### config.mk
export PLATFORM = sky130hd
export DESIGN_NAME = slot_judge
export DESIGN_NICKNAME = d
export VERILOG_FILES = /design/src/rtl/slot_judge.sv
export SDC_FILE = /design/constraint.sdc
export NUM_CORES = 1
export LEC_CHECK = 0
export ABC_AREA = 0
export CORE_MARGIN = 2
export CORE_UTILIZATION = 58
export DETAILED_ROUTE_END_ITERATION = 12
export GPL_TIMING_DRIVEN = 1
export PLACE_DENSITY = 0.85
export RECOVER_POWER = 100
export SYNTH_ARGS = -nofsm -noshare
export SYNTH_HDL_FRONTEND = slang
export SYNTH_SLANG_ARGS = --single-unit
export TNS_END_PERCENT = 1
### constraint.sdc
create_clock -name clk -period 6.2 [get_ports clk]
set_input_delay 1.86 -clock clk [delete_from_list [all_inputs] [get_ports clk]]
set_output_delay 1.86 -clock clk [all_outputs]
set_load 0.02 [all_outputs]
### src/rtl/slot_judge.sv
// -----------------------------------------------------------------------------
// slot_judge
//   Slot machine game controller. Accepts a start pulse when credits remain and
//   charges one credit. Waits for all three reels to stop and stay stopped for
//   SETTLE_CYCLES cycles, then compares the reel patterns. It scores the game,
//   pays out credits and blinks a win indicator while the result is shown.
//
// Ports
//   clk       : system clock, rising edge
//   reset_n   : synchronous active-low reset
//   start     : one-cycle debounced game-start pulse
//   reel_run  : bit i high while reel i is spinning
//   reel0..2  : current 8-bit LED pattern of each reel
//   busy      : high while a game is in progress (SPIN, SETTLE, JUDGE)
//   result    : 0 = lose, 1 = pair, 2 = triple
//   win_led   : blinking win indicator, only active in SHOW
//   credits   : current credit count
// -----------------------------------------------------------------------------
module slot_judge #(
  parameter int SETTLE_CYCLES = 4,
  parameter int BLINK_BITS    = 24,
  parameter int INIT_CREDITS  = 10
) (
  input  logic       clk,
  input  logic       reset_n,
  input  logic       start,
  input  logic [2:0] reel_run,
  input  logic [7:0] reel0,
  input  logic [7:0] reel1,
  input  logic [7:0] reel2,
  output logic       busy,
  output logic [1:0] result,
  output logic       win_led,
  output logic [7:0] credits
);

  localparam logic [2:0] ST_IDLE   = 3'd0;
  localparam logic [2:0] ST_SPIN   = 3'd1;
  localparam logic [2:0] ST_SETTLE = 3'd2;
  localparam logic [2:0] ST_JUDGE  = 3'd3;
  localparam logic [2:0] ST_SHOW   = 3'd4;

  localparam logic [1:0] RES_LOSE   = 2'd0;
  localparam logic [1:0] RES_PAIR   = 2'd1;
  localparam logic [1:0] RES_TRIPLE = 2'd2;

  // The counter never needs to hold more than SETTLE_CYCLES-1.
  localparam int              CW          = (SETTLE_CYCLES > 1) ? $clog2(SETTLE_CYCLES) : 1;
  localparam logic [CW-1:0]   SETTLE_LAST = CW'(SETTLE_CYCLES - 1);

  logic [2:0]            state;
  logic [CW-1:0]         settle_cnt;
  logic [CW-1:0]         settle_next;
  logic [BLINK_BITS-1:0] blink_cnt;
  logic                  blink_wrap;
  logic [1:0]            judge_result;
  logic [2:0]            bonus;
  logic [8:0]            credit_sum;
  logic [7:0]            credits_paid;

  assign busy = (state == ST_SPIN) || (state == ST_SETTLE) || (state == ST_JUDGE);

  // The SPIN cycle that first sees all reels stopped counts as the first
  // stopped cycle. So SETTLE leaves when the incremented count reaches
  // SETTLE_CYCLES-1, which places SHOW entry SETTLE_CYCLES+1 edges after that
  // first stopped cycle.
  assign settle_next = settle_cnt + CW'(1);
  assign blink_wrap  = &blink_cnt;

  // Score the reels and compute the saturating payout.
  always_comb begin
    // NOTE: every variable gets a default first so no path leaves it unassigned and infers a latch.
    judge_result = RES_LOSE;
    bonus        = 3'd0;
    if ((reel0 == reel1) && (reel1 == reel2)) begin
      judge_result = RES_TRIPLE;
      bonus        = 3'd5;
    end else if ((reel0 == reel1) || (reel1 == reel2) || (reel0 == reel2)) begin
      judge_result = RES_PAIR;
      bonus        = 3'd1;
    end
    credit_sum   = {1'b0, credits} + {6'd0, bonus};
    credits_paid = credit_sum[8] ? 8'hFF : credit_sum[7:0];
  end

  // NOTE: sequential state uses non-blocking assignments so every register samples pre-edge values.
  always_ff @(posedge clk) begin
    if (!reset_n) begin
      state      <= ST_IDLE;
      credits    <= 8'(INIT_CREDITS);
      result     <= RES_LOSE;
      win_led    <= 1'b0;
      settle_cnt <= '0;
      blink_cnt  <= '0;
    end else begin
      case (state)
        ST_IDLE, ST_SHOW: begin
          if (start && (credits != 8'd0)) begin
            state     <= ST_SPIN;
            credits   <= credits - 8'd1;
            result    <= RES_LOSE;
            win_led   <= 1'b0;
            blink_cnt <= '0;
          end else if (state == ST_SHOW) begin
            blink_cnt <= blink_cnt + BLINK_BITS'(1);
            if (blink_wrap && (result != RES_LOSE)) begin
              win_led <= ~win_led;
            end
          end
        end

        ST_SPIN: begin
          if (reel_run == 3'b000) begin
            state      <= ST_SETTLE;
            settle_cnt <= '0;
          end
        end

        ST_SETTLE: begin
          if (reel_run != 3'b000) begin
            state <= ST_SPIN;
          end else begin
            settle_cnt <= settle_next;
            if (settle_next >= SETTLE_LAST) begin
              state <= ST_JUDGE;
            end
          end
        end

        ST_JUDGE: begin
          state     <= ST_SHOW;
          result    <= judge_result;
          credits   <= credits_paid;
          win_led   <= (judge_result != RES_LOSE);
          blink_cnt <= '0;
        end

        default: state <= ST_IDLE;
      endcase
    end
  end

endmodule

# [Word level (Yosys, flattened, before mapping)]
# Index checks and enable logic that the tools add are counted.
[totals] register_bits=40 output_inout_bits=12 input_bits=30 elab_cells=71
[op_classes] add_sub_neg=4 n_eq_ne=13 n_mux=24 reduce_logical=22 n_bitwise=1 n_lt_le_gt_ge=1
[op_table] operator="two-way mux 24 bit" count=2
[op_table] operator="case mux 24 bit (2 select lines)" count=1
[op_table] operator="adder 24 x 1 -> 24 bit (second input constant)" count=1
[op_table] operator="== test 8 bit" count=3
[op_table] operator="AND reduction 24 bit" count=1
[op_table] operator="two-way mux 8 bit" count=2
[op_table] operator="case mux 8 bit (2 select lines)" count=1
[op_table] operator="two-way mux 3 bit" count=5
[op_table] operator="case mux 3 bit (4 select lines)" count=1
[op_table] operator="adder 8 x 3 -> 9 bit" count=1
[op_table] operator="AND reduction 3 bit" count=3
[op_table] operator="two-way mux 2 bit" count=4
[op_table] operator="case mux 2 bit (2 select lines)" count=2
[op_table] operator="nonzero test 2 bit" count=4
[op_table] operator="nonzero test 8 bit" count=1
[op_table] operator="subtractor 8 x 1 -> 8 bit (second input constant)" count=1
[op_table] operator="== test 3 x 2 -> 1 bit (second input constant)" count=2
[op_table] operator="zero test 3 bit" count=2
[op_table] operator="!= test 3 bit (second input constant)" count=2
[op_table] operator="two-way mux 1 bit" count=5
[op_table] operator="logical OR 1 bit" count=4
[op_table] operator="!= test 2 bit (second input constant)" count=2
[op_table] operator="AND reduction 2 bit" count=2
[op_table] operator="== test 3 x 1 -> 1 bit (second input constant)" count=1
[op_table] operator="other kinds (10)" count=12

# [Depth between registers and ports, before layout]
[depth] depth_word=8 depth_mapped=11 depth_no_buf=11

# [Least setup slack after synthesis]
# No wires, ideal clock.
[synth_timing] path_kind="input to register" startpoint="input reel1[3]" endpoint="register credits[5]" setup_slack_ps=2483 required_ps=6130 stages=11 arrival_time_ps=3646 path_buffers=0 setup_ps=70 cell_sequence="xor2_1 > nor4_1 > nand2_1 > nand3_1 > ha_1 > ha_1 > a21o_1 > a41o_1 > nor2_1 > a211o_1 > a21oi_1"
[synth_via] elab_chain_len=8 word_cells_on_any_way=10 classes_between="add/sub: 1; eq/ne: 2; mux: 4; reduce/logical: 3"
[synth_lines] element="start: declaration" line="29" rtl="input logic [7:0] reel1,"
[synth_lines] element="== test 8 bit" line="75, 78"
[synth_lines] element="logical OR 1 bit (2 in series)" line="78" rtl="end else if ((reel0 == reel1) || (reel1 == reel2) || (reel0 == reel2)) begin"
[synth_lines] element="two-way mux 1 bit" line="78"
[synth_lines] element="two-way mux 3 bit *" line="75" rtl="if ((reel0 == reel1) && (reel1 == reel2)) begin"
[synth_lines] element="adder 8 x 3 -> 9 bit *" line="82" rtl="credit_sum = {1'b0, credits} + {6'd0, bonus};"
[synth_lines] element="two-way mux 8 bit *" line="83" rtl="credits_paid = credit_sum[8] ? 8'hFF : credit_sum[7:0];"
[synth_lines] element="case mux 8 bit (2 select lines) *" line="96" rtl="case (state)"
[synth_lines] element="end signal: assignment" line="90" rtl="credits <= 8'(INIT_CREDITS);"
[synth_lines] element="end signal: assignment" line="100" rtl="credits <= credits - 8'd1;"
[synth_lines] element="end signal: assignment" line="133" rtl="credits <= credits_paid;"
[synth_lines] element="end: declaration" line="34" rtl="output logic [7:0] credits"
# Every way passes the cells marked *; elsewhere a longest branch is shown, timed or not.
# A chain may end at the register's enable or synchronous reset.

# [Worst setup path after layout]
[layout_timing] startpoint="input start" endpoint="register blink_cnt[21]"
[layout_via] elab_chain_len=3 word_cells_on_any_way=5 classes_between="eq/ne: 1; mux: 2; reduce/logical: 2"
[layout_lines] element="start: declaration" line="26" rtl="input logic start,"
[layout_lines] element="logical AND 1 bit *" line="98" rtl="if (start && (credits != 8'd0)) begin"
[layout_lines] element="two-way mux 24 bit / != test 3 bit (equally long branches)"
[layout_lines] element="case mux 24 bit (2 select lines) / AND reduction 2 bit (equally long branches)"
[layout_lines] element="end signal: assignment" line="105" rtl="blink_cnt <= blink_cnt + BLINK_BITS'(1);"
[layout_lines] element="end: declaration" line="54" rtl="logic [BLINK_BITS-1:0] blink_cnt;"
# Marks and branches as above.

==> results.cfg <==
[outcome]
status = finished, final reports clean

[setup_path]
worstSetupEndpointType = flip-flop
crit_cells = 6
cp.buffers_inverters = 1
cp.arrival_ps = 4920
crit_slowest_cell = a21oi_1
critical_path.top_delay_family = compound AO/OA/AOI/OAI gates
cp_common_cell = a21oi_1
max_stage_delay_ps = 960
r2r_start = credits[0]$_SDFFE_PN0P_
crit_type = input port to flip-flop
timing.rr.end = blink_cnt[21]$_SDFFE_PN0P_
crit_chain = dlygate4sd3_1 > or3b_1 > a21oi_1 > o2111ai_1 > or3_1 > a21oi_1
cp_data_required_time_ps = 6420
start_kind = input port
reg2reg_depth = 7
ff2ff_setup_slack_ps = 3100
critPathMaxFanout = 16

[detailed_routing]
viasPerCell = 6.21
vias = 2538
routed_wl_mm = 6.52
routedWlPerCell_um = 15.9
dr.pass1.iters = 4
drc = 0
drt-initial-drc-count = 226
antenna_left = 0

[placement]
port_buffers = 41
dp_hpwl_mm = 4.81
gp_congestion = 0.957

[floorplanning]
num_rows = 24
die_w_um = 71.7
start_util_pct = 60.6
dieHeight_um = 71.7
ios = 42
core_area_um2 = 4380
dieArea_um2 = 5140

[synth]
seq_area_frac_synth_pct = 30.1
syn_avg_cell_area_um2 = 8.26
synth_cell_type_count = 66
synthCells = 322
syn_area_um2 = 2660
synth_edf_count = 0
async_flop_share_pct = 0
synth_warnings = 0
synth_nets = 359
ys_ff_latch = 40
synth_flop_cell = dfxtp_1

[timing]
holdWs_ps = 483
max_clock_freq_ghz = 0.213
fin_crit_sh_pct = 75.7
setup_tns_ps = 0
grt_setup_unrepaired = no
fin_skew_ps = 12.9
fin_crit_ps = 4700
finalMaxSlewViolations = 0
setup_viol = 0
hold_violations = 0
worstMarginPinSlew_ps = 1230
slew_headroom_pct = 17.9

[global_routing]
antenna_found_initial = 0
grt_max_degree = 22
grt_usage_pct = 27.2
grt_pass1_vias = 2401
global_route.overflow_total = 0
grt_pass1_wl_mm = 11.2

[cts]
cts_tree = done
holdBufCountCts = 0
cts_resized = 0
cts_buffers = 5
clkSlewWorstSetupHoldPaths_ps = 90
h-tree-depth = 2
postCtsSetupRepairBufs = 0
root_buffer = clkbuf_8
clkLatencyLatePin_ps = 310
clock-sinks = 40
cts_buffer_depth = 2

[power]
power_density_nw_per_um2 = 191
p_leak_nw = 1.16
finalPower_mw = 0.600
ir_worst_vdd_mv = 0.108

[layout]
drive_gt1_share_pct = 5.32
nFillCells = 354
layout.nets = 393
n_antenna_cell = 0
synthToLayoutAreaGrowth_pct = 18.3

[min_path]
hold_path.class = flip-flop to flip-flop
hold_path_depth = 2
hold_end = blink_cnt[1]$_SDFFE_PN0P_
worstHoldStart = blink_cnt[1]$_SDFFE_PN0P_

[job]
drv_cap = 0
-- layer usage --
| metal | up-vias | track usage [%] | share of wire, % |
|---|---|---|---|
| met5 | - | 0 | 0 |
| met4 | 0 | 7.55 | 1.5 |
| met3 | 11 | 6.75 | 5.7 |
| met2 | 85 | 45.2 | 47 |
| met1 | 1191 | 35.0 | 45 |
| li1 | 1251 | - | - |
-- state kept, by name (all words and copies together), names as in the netlist --
name,count
blink_cnt,24
credits,8
result,2
settle_cnt,2
state,3
win_led,1
-- metrics by stage --
step           setup slack, ps  util, %  cell area [µm²]  instances
6_report                  1500     71.7             3140        409
3_3_place_gp              1790     69.5             3050        401
4_1_cts                   2030     72.3             3170        409
3_5_place_dp              1710     69.5             3050        401
2_1_floorplan             2480        -             2660        322
5_1_grt                   1300     71.7             3140        409
-- worst max path at each step --
stage	endpoint	slack [ps]	from
final	blink_cnt[21]$_SDFFE_PN0P_	1500	start
after global routing	blink_cnt[19]$_SDFFE_PN0P_	1300	start
after CTS	credits[3]$_SDFFE_PN1P_	2030	reel1[7]
after detailed placement	credits[3]$_SDFFE_PN1P_	1710	reel1[7]
after global placement	credits[3]$_SDFFE_PN1P_	1790	reel1[1]
after floorplan	credits[5]$_SDFFE_PN0P_	2480	reel1[3]
-- logic make-up after synthesis --
family,synth area share (%)
and+or+nand+nor,26.5
adders and majority gates,3.29
buffers and inverters,4.52
DFF,30.1
AOI/OAI and AO/OA,22.4
xor gates and xnor gates,13.2
-- cell type report --
type	instances	area, µm²	share of cell area, %
tap	52	65.1	2.07
inverter	9	33.8	1.07
sequential	40	801	25.5
multi-input combinational	259	1710	54.5
clock inverter	2	38.8	1.23
clock buffer	6	82.6	2.63
timing repair buffer	41	410	13.1
-- power breakdown --
part / internal (mW) / leakage, nW / total (mW) / switching (mW)
Sequential: 0.261 / 0.323 / 0.271 / 0.00976
Clock: 0.132 / 0.0614 / 0.232 / 0.0999
Combinational: 0.0446 / 0.775 / 0.0979 / 0.0533
-- synth_stat cells, drive strengths merged (3+ instances only) --
library cell   n  area [µm²]
dfxtp         40         801
xor2          33         289
nor2          29         111
nand2         28         108
a21oi         26         145
nand3         17        90.1
o21ai         15        75.1
buf           11        75.1
nor4          10        83.8
inv            9        33.8
ha             7        87.6
nand4          7        43.8
nor3           7        35.0
xnor2          7        61.3
or3            6        37.5
a211oi         5        37.5
and3           5        31.3
o2111ai        5        50.0
o211ai         5        42.5
nand3b         4        33.8
a2111oi        3        38.8
a21o           3        22.5
clkbuf         3        11.3
-- cells in the final DEF (no fill, tap or decap), types with 3 or more instances in the layout --
cell,synthesis,final
ha_1,7,7
o2111ai_1,4,5
nor3_1,7,7
o21ai_0,15,15
dlygate4sd3_1,0,16
nand2_1,27,27
o211ai_1,4,5
or3_1,6,6
nand4_1,7,7
a21o_1,3,3
nor4_1,8,8
dfxtp_1,40,40
clkdlybuf4s50_1,0,25
a211oi_1,5,5
nor2_1,28,29
clkbuf_8,0,6
and3_1,5,5
inv_1,9,9
nand3_1,16,16
nand3b_1,3,3
xnor2_1,7,7
a21oi_1,24,25
xor2_1,33,33
-- worst reg2reg max path, delay by kind of cell, from the launching register on --
family          cells  cell delay (ps)
compound gates      3             1610
simple gates        2              640
flops               1              460
fa+ha+maj           1              210
buf+inv             1              120
(Power assumes the default switching activity.)
